==> src/rtl/program_loader.sv <==
// program_loader
//
// Front-end stage that owns the SPM write port until a program image has
// been loaded. It takes a byte stream (length, payload, checksum), writes
// the payload into memory from address 0 upward, and on a good checksum
// hands the memory port to the CPU and releases it via cpu_run_o. A bad
// checksum parks the loader in an error state with the CPU locked out.
//
// Ports:
//   clk, rst_n          clock, asynchronous active-low reset
//   start_i             begin a load (honoured only in IDLE, RUN, ERR)
//   in_valid_i/in_data_i/in_ready_o   byte stream input
//   cpu_address_i/cpu_Bus_1_i/cpu_write_i   CPU-side memory request
//   mem_address_o/mem_Bus_1_o/mem_write_o   memory unit write port
//   cpu_run_o           program valid, CPU reset release
//   load_err_o          checksum mismatch on the last load
//   busy_o              load in progress (LEN, DATA, CSUM)
//   loaded_count_o      payload bytes written in the current/last load
//   state_o             current FSM state, for observation
//
// Handshake: a byte is transferred on a rising edge where in_valid_i and
// in_ready_o are both high. in_valid_i may be dropped at any time; the
// loader simply holds its state. in_ready_o depends only on the state.
module program_loader #(
    parameter int word_size = 8,
    parameter int depth     = 256
) (
    input  logic                 clk,
    input  logic                 rst_n,
    input  logic                 start_i,
    input  logic                 in_valid_i,
    input  logic [word_size-1:0] in_data_i,
    output logic                 in_ready_o,
    input  logic [word_size-1:0] cpu_address_i,
    input  logic [word_size-1:0] cpu_Bus_1_i,
    input  logic                 cpu_write_i,
    output logic [word_size-1:0] mem_address_o,
    output logic [word_size-1:0] mem_Bus_1_o,
    output logic                 mem_write_o,
    output logic                 cpu_run_o,
    output logic                 load_err_o,
    output logic                 busy_o,
    output logic [word_size:0]   loaded_count_o,
    output logic [2:0]           state_o
);

    typedef enum logic [2:0] {
        S_IDLE = 3'd0,
        S_LEN  = 3'd1,
        S_DATA = 3'd2,
        S_CSUM = 3'd3,
        S_RUN  = 3'd4,
        S_ERR  = 3'd5
    } state_t;

    localparam logic [word_size-1:0] PTR_ONE = 1;
    localparam logic [word_size:0]   CNT_ONE = 1;
    // A length byte of 0 encodes a full memory image.
    localparam logic [word_size:0]   FULL_LEN = depth;

    state_t               state_q, state_d;
    logic [word_size-1:0] ptr_q, ptr_d;
    logic [word_size-1:0] sum_q, sum_d;
    logic [word_size:0]   cnt_q, cnt_d;
    logic [word_size:0]   rem_q, rem_d;
    logic [word_size-1:0] csum_total;
    logic                 loading;
    logic                 xfer;

    assign loading    = (state_q == S_LEN) || (state_q == S_DATA) || (state_q == S_CSUM);
    assign xfer       = in_valid_i && loading;
    assign csum_total = sum_q + in_data_i;

    always_ff @(posedge clk or negedge rst_n) begin
        if (!rst_n) begin
            state_q <= S_IDLE;
            ptr_q   <= '0;
            sum_q   <= '0;
            cnt_q   <= '0;
            rem_q   <= '0;
        end else begin
            state_q <= state_d;
            ptr_q   <= ptr_d;
            sum_q   <= sum_d;
            cnt_q   <= cnt_d;
            rem_q   <= rem_d;
        end
    end

    always_comb begin
        state_d = state_q;
        ptr_d   = ptr_q;
        sum_d   = sum_q;
        cnt_d   = cnt_q;
        rem_d   = rem_q;
        case (state_q)
            S_IDLE, S_RUN, S_ERR: begin
                if (start_i) begin
                    state_d = S_LEN;
                    ptr_d   = '0;
                    sum_d   = '0;
                    cnt_d   = '0;
                end
            end
            S_LEN: begin
                if (xfer) begin
                    rem_d   = (in_data_i == '0) ? FULL_LEN : {1'b0, in_data_i};
                    state_d = S_DATA;
                end
            end
            S_DATA: begin
                if (xfer) begin
                    // ptr wraps naturally because depth == 2**word_size.
                    ptr_d = ptr_q + PTR_ONE;
                    sum_d = sum_q + in_data_i;
                    cnt_d = cnt_q + CNT_ONE;
                    rem_d = rem_q - CNT_ONE;
                    if (rem_q == CNT_ONE) begin
                        state_d = S_CSUM;
                    end
                end
            end
            S_CSUM: begin
                if (xfer) begin
                    state_d = (csum_total == '0) ? S_RUN : S_ERR;
                end
            end
            default: state_d = S_IDLE;
        endcase
    end

    // Memory port mux. The CPU only reaches memory in RUN; during DATA the
    // stream byte goes straight to memory on its transfer edge.
    always_comb begin
        mem_address_o = ptr_q;
        mem_Bus_1_o   = '0;
        mem_write_o   = 1'b0;
        if (state_q == S_RUN) begin
            mem_address_o = cpu_address_i;
            mem_Bus_1_o   = cpu_Bus_1_i;
            mem_write_o   = cpu_write_i;
        end else if (state_q == S_DATA) begin
            mem_Bus_1_o = in_data_i;
            mem_write_o = in_valid_i;
        end
    end

    assign in_ready_o     = loading;
    assign busy_o         = loading;
    assign cpu_run_o      = (state_q == S_RUN);
    assign load_err_o     = (state_q == S_ERR);
    assign loaded_count_o = cnt_q;
    assign state_o        = state_q;

endmodule

==> config.mk <==
export PLATFORM = sky130hd
export DESIGN_NAME = program_loader
export DESIGN_NICKNAME = d
export VERILOG_FILES = /design/src/rtl/program_loader.sv
export SDC_FILE = /design/constraint.sdc
export NUM_CORES = 1
export LEC_CHECK = 0
export ABC_AREA = 1
export BUFFER_PORTS_ARGS = -buffer_cell sky130_fd_sc_hd__buf_2
export CORE_MARGIN = 4
export CORE_UTILIZATION = 34
export CTS_CLUSTER_DIAMETER = 40
export DETAILED_ROUTE_END_ITERATION = 16
export PLACE_DENSITY = 0.57
export SETUP_SLACK_MARGIN = 0.2
export SLEW_MARGIN = 20
export SYNTH_ARGS = -nofsm -noshare
export SYNTH_HDL_FRONTEND = slang
export SYNTH_SLANG_ARGS = --single-unit
==> constraint.sdc <==
create_clock -name clk -period 1.9 [get_ports clk]
set_clock_uncertainty 0.2 [all_clocks]
set_input_delay 0.285 -clock clk [delete_from_list [all_inputs] [get_ports clk]]
set_output_delay 0.285 -clock clk [all_outputs]
set_load 0.02 [all_outputs]
# ---- After elaboration in Yosys (flattened, before gate mapping)
# Cells that the tools add are included.
dict set report word_totals {
  inputBits 29
  elab_cells 56
  ff_bits 37
  output_inout_bits 33
}
dict set report classes {
  n_addsub 4
  muxes 24
  n_eq_ne 11
  reduce_logical 12
}
# op count
set op_table {}
lappend op_table {{$mux 8} 6}
lappend op_table {{$mux 9} 5}
lappend op_table {{$pmux 9 s2} 2}
lappend op_table {{$pmux 8 s2} 2}
lappend op_table {{$logic_not 8->1} 2}
lappend op_table {{$mux 3} 5}
lappend op_table {{$pmux 3 s4} 1}
lappend op_table {{$add 9x1->9 const B} 1}
lappend op_table {{$eq 9x1->1 const B} 1}
lappend op_table {{$sub 9x1->9 const B} 1}
lappend op_table {{$add 8x1->8 const B} 1}
lappend op_table {{$add 8x8->8} 1}
lappend op_table {{$ne 2x2->1 const B} 4}
lappend op_table {{$eq 3x2->1 const B} 2}
lappend op_table {{$eq 3x3->1 const B} 2}
lappend op_table {{$reduce_and 3->1} 2}
lappend op_table {{$reduce_and 5->1} 1}
lappend op_table {{$reduce_bool 2->1} 2}
lappend op_table {{$eq 3x1->1 const B} 1}
lappend op_table {{$logic_not 3->1} 1}
lappend op_table {{$mux 1} 3}
lappend op_table {{$reduce_or 3->1} 1}
lappend op_table {{$logic_or 1x1->1} 2}
lappend op_table {{$ne 2x1->1 const B} 1}
lappend op_table {{$logic_and 1x1->1} 1}

# ---- Logic depth before layout (Yosys ltp)
dict set report logic_depth {
  word_depth 6
  ltp_mapped 14
  depth_no_buf 14
}

# ---- Worst setup path before layout
# No wires, ideal clock.
dict set report synth_timing {
  path_type {register to output}
  startpoint {register state_q[1], in the netlist state_o[1]}
  endpoint {output mem_address_o[0]}
  stages_incl_launch_ff 6
  t_arrival_ps 1644
  setup_slack_ps -229
  path_buffers 1
  required_ps 1415
  path_cell_list {dfrtp_1 -> inv_2 -> nand2_1 -> nor2_1 -> clkbuf_1 -> o21ai_0}
}
dict set report synth_between {
  elab_chain_cells 2
}
# item line_no
set synth_lines {}
lappend synth_lines {{start: declaration} 61} ;# state_t state_q, state_d;
lappend synth_lines {{start signal: assignment} 82} ;# state_q <= state_d;
lappend synth_lines {{$eq 3x3->1} -}
lappend synth_lines {{named net cpu_run_o} 40} ;# output logic cpu_run_o,
lappend synth_lines {{$mux 8} 138} ;# if (state_q == S_RUN) begin
lappend synth_lines {{end: declaration} 37} ;# output logic [word_size-1:0] mem_address_o,
# The timed path passes the listed nets, and every way through them passes these cells.

# ---- Worst setup path after layout
dict set report layout_timing {
  startpoint {register state_q[1], in the netlist state_o[1]}
  endpoint {output mem_Bus_1_o[2]}
}
dict set report layout_between {
  elab_chain_cells 3
  word_cells_on_any_way 4
  cone_classes {2 x eq/ne; 2 x mux}
}
# item line_no
set layout_lines {}
lappend layout_lines {{$eq 3x2->1} 142} ;# end else if (state_q == S_DATA) begin
lappend layout_lines {{$mux 8} 142}
lappend layout_lines {{$mux 8 (*)} 138}
lappend layout_lines {{end: declaration} 38} ;# output logic [word_size-1:0] mem_Bus_1_o,
# Mark *: on every way between the ends. The rest lies on a longest branch, timed or not.

==> results by stage <==
STA:
- The number of slew-limit violations in the final report is 0.
- Subtracting the final worst setup slack from the clock period gives around 2.1 ns.
- Setup repair after global routing could not meet its margin everywhere.
- After routing, the total negative slack on setup checks comes to -2.95 ns.
- The final-report setup violation count is 33.
- For this run, the top clock speed supported by timing is about 480 MHz.
- The worst slew margin relative to its limit is 55.4%.
- The final critical path takes up 110% of the cycle.
- The number of hold-slack violations in the final timing report is 0.
- Setup slack on the critical path of the routed design comes to -0.186 ns.
- The worst-margin pin slew is ~0.67 ns.

Min path:
- Along the worst hold path, the cell count comes to 4.
- The classification of the worst-slack hold path is in -> reg.
- The worst hold path terminates at rem_q[8].
- The startpoint identified for the worst hold timing path is in_data_i[7].

Route:
- After the first detailed-routing iteration, the DRC count stood at about 110.
- The number of iterations in the first detailed-routing pass is 4.
- The routed via count is 2,743.
- The average detailed-routed wire length per instance is ~14 µm.
- The final layout contains routed wiring with a total length of between 7 and 8 mm.
- The final antenna-violating net count is 0.
- The number of vias per cell is about 4.8.
- After detailed routing, the number of remaining DRC violations is 0.

Power and ir drop:
- Overall power consumption after layout is estimated at between 6000 and 7000 µW.
- The total leakage power is 0.00211 µW.
- Sequential cells burn 20.6% of the power.
- The clock network burns under 10% of the power.
- The reported net switching power is slightly below 3000 µW.
- Net switching is 47.0% of the power.
- VDD sags by at most 0.000573 V.
- In this run the power density over the cells is 1490 nW/µm².
- Of the total power, combinational logic draws between 60% and 70%.
- Internal power comes to roughly 3400 µW.

Logic synthesis:
- Averaged over all synthesized cells, the footprint is roughly 7.3 µm².
- After synthesis, the largest family of logic cells by area is simple AND/OR/NAND/NOR gates.
- Summed over all instances, the cell type with the most area after synthesis is dfrtp_1.
- In the synthesized netlist, the cells that appear most often are nand2_1, inv_1, dfrtp_1.
- The synthesized instance count is ~350.
- By area the synthesized netlist is led by dfrtp_1, nand2_1, inv_1, o21ai_0, ha_1.
- The number of enable-type register cells in the synthesized netlist is 0.
- Yosys instantiated no cell more often than nand2_1.
- When the netlist entered floorplanning its net count stood at just under 400.
- The synthesized design devotes to its leading area cell type approximately 37% of total area.
- The area fraction in and, or, nand and nor cells after synthesis is between 20% and 30%.
- Multiplexer cells account for less than 1% of the synthesized area.
- The synthesized-area fraction occupied by ao, oa, aoi and oai cells is between 10% and 20%.
- The number of unique standard cell types used by synthesis is 40.
- The warning count from the yosys run is 0.
- The fraction of synthesis flops using an asynchronous set or reset pin is 100%.
- The xor/xnor cell area share of the yosys netlist is between 1.5 and 2%.
- The fraction of the mapped netlist area in adder cells is 6.23%.
- Among all flip-flop cells after synthesis, the most frequent one is dfrtp_1.
- Counting flops and latches in the post-synthesis netlist gives 37.
- The sequential-to-total area share from yosys stat is between 30% and 40%.
- The cell area after synthesis is 2530 µm².

Die:
- From left edge to right edge, the die measures 94.3 µm.
- 62 I/O pins were placed.
- The chip height is between 90 and 100 µm.
- The number of placement rows is 31.
- The die covers a little under 9000 µm².
- The area of the placeable core is 7250 µm².
- The initial core utilization is a little over a third.

Setup path:
- The peak per-stage delay on the critical path is just under 0.4 ns.
- The setup check on the worst reg-to-reg path leaves a slack of -0.15 ns.
- The critical register-to-register path startpoint is sum_q[0].
- The endpoint identified for the worst register-to-register timing path is state_o[0].
- Data arrives at the worst endpoint at 1.60 ns.
- At the worst endpoint, the required time is approximately 1.4 ns.
- The critical path startpoint category is a flip-flop.
- The kind of end point of the critical path is a primary output.
- The number of cells on the worst reg-to-reg path is 14.
- Along the worst path, the maximum fanout reaches 7.
- The slowest stage of the critical path belongs to the cell dfrtp_2.
- The cell type with the highest occurrence count on the critical path is buf_6.
- The kind of critical path is reg -> out.
- The critical path goes through inv_4, buf_6, nor2_4, nand2_4, buf_12, o21ai_4, buf_6.

Clock network:
- The register clock-pin slew on the reported worst setup and hold paths is approximately 0.080 ns.
- The longest clock path from root to sink contains 2 buffers.
- The clock drives 37 sinks.
- The cell sitting at the root of the clock tree is a clkbuf_8.
- The insertion delay of the later-clocked pin in the worst-skew pair is 0.30 ns.
- TritonCTS built the clock tree.
- The H-tree depth is 2.
- Counting the buffers created by CTS gives 5.

Cells and area:
- The area added between synthesis and finish is 67.8%.
- Measured on the finished design, the core utilization comes to between 50 and 60%.
- The share of post-route cells with drive strength above 1 is ~50%.
- The fill cell total of the finished layout is approximately 640.
- The total number of nets in the final design is 507.
- 0 antenna diodes ended up in the layout.

Status:
- The flow ran to the end, but the final reports show violations.
- The final reports fail on negative setup slack.

Place:
- The count of input and output buffers is 61.
- The estimated wirelength of the detail-placed design is 5.32 mm.
- The congestion estimate from routability-driven global placement came to about 0.84.
- Before CTS, the worst setup slack after placement is -0.127 ns.

GRT:
- The initial antenna violation count is 0.
- The largest net degree at the start of global routing is 30.
- The via count of the first global-routing pass came to between 2,000 and 3,000.
- The global-route wire length before repair is around 12 mm.
- The global-route usage over all layers is about 17%.
- The total grt overflow is 0.

Flow run:
- Max-cap violations in this run came to 0.
## routing by layer
metal / routed length [µm] / track usage [%] / up-vias
li1: - / - / 1378
met1: 3460 / 22.7 / 1299
met2: 4020 / 29.8 / 55
met3: 224 / 2.64 / 11
met4: 109 / 4.69 / 0
met5: 0 / 0 / -
## how the worst max path moves through the flow
| stage | from | end | slack (ns) |
|---|---|---|---|
| after floorplan | sum_q[0] | state_o[0] | 0.009 |
| after global placement | in_data_i[0] | state_o[0] | -0.12 |
| after detailed placement | in_data_i[0] | state_o[0] | -0.13 |
| after CTS | state_o[1] | mem_Bus_1_o[0] | -0.15 |
| after global routing | sum_q[0] | state_o[0] | -0.29 |
| final | state_o[1] | mem_Bus_1_o[2] | -0.19 |
## power by group through the flow
stage	clock network, µW	registers (µW)	logic (µW)
CTS	627	1290	3730
detailed placement	0	1280	2850
global placement	0	1270	2810
global route	655	1340	4820
floorplan	0	1290	1950
finish	604	1310	4420
## cells in the final DEF (no fill, tap or decap), drive strengths merged
master / netlist / layout
nor4: 3 / 3
nor3: 6 / 6
dfrtp: 37 / 37
o21ai: 38 / 38
a22o: 7 / 7
dlygate4sd3: 0 / 1
mux2: 1 / 1
nand2: 92 / 92
a211oi: 1 / 1
mux2i: 1 / 1
xor2: 2 / 2
clkbuf: 2 / 6
a21oi: 18 / 18
fa: 1 / 1
a22oi: 1 / 1
xnor2: 3 / 3
inv: 59 / 59
a31oi: 2 / 2
clkinv: 0 / 2
nor2: 26 / 26
a32o: 1 / 1
o31ai: 1 / 1
nand3: 21 / 22
o32ai: 1 / 1
nand4: 5 / 5
nor3b: 3 / 3
ha: 11 / 11
buf: 5 / 115
o211ai: 1 / 1
## final cells by class
cell class / instances / area (µm²) / share of cell area [%]
clock inverter: 2 / 13.8 / 0.324
tap: 99 / 124 / 2.92
clock buffer: 6 / 82.6 / 1.94
timing repair buffer: 116 / 973 / 22.9
inverter: 59 / 251 / 5.92
multi-input combinational: 247 / 1870 / 44.1
sequential: 37 / 930 / 21.9
## state kept, by name (all words and copies together) (netlist names)
register and cells:
loaded_count_o 9, rem_q 9, ptr_q 8, sum_q 8, state_o 3
## worst max-delay path, delay by kind of cell (launching register included)
| kind | cells | cell delay (ns) |
|---|---|---|
| buffers and inverters | 4 | 0.48 |
| and+or+nand+nor | 2 | 0.28 |
| AOI/OAI and AO/OA | 1 | 0.16 |
| DFF | 1 | 0.39 |
## through the flow
stage | hold slack, ns | cell area, µm² | instances
6_report | 0.233 | 4250 | 566
5_1_grt | 0.261 | 4250 | 566
3_3_place_gp | 0.164 | 3200 | 527
2_1_floorplan | -0.211 | 2620 | 349
4_1_cts | 0.231 | 3850 | 548
3_5_place_dp | 0.163 | 3200 | 527
## what timing repair did
action,CTS,global route
cloned,2,0
endpoints found under the setup margin,39,58
hold endpoints to repair,27,0
pin swaps,20,16
setup buffers,10,18
gates resized for setup,118,70
hold buffers,1,0
## cell families (layout without fill, tap and decap cells)
group / after synthesis / after routing
AO/OA/AOI/OAI: 71 / 71
XOR/XNOR: 5 / 5
multiplexers: 2 / 2
AND/OR/NAND/NOR: 156 / 157
buffers and inverters: 66 / 183
flip-flops: 37 / 37
adder cells (fa/ha/maj): 12 / 12
No activity file was read; power rests on OpenSTA's default activity.
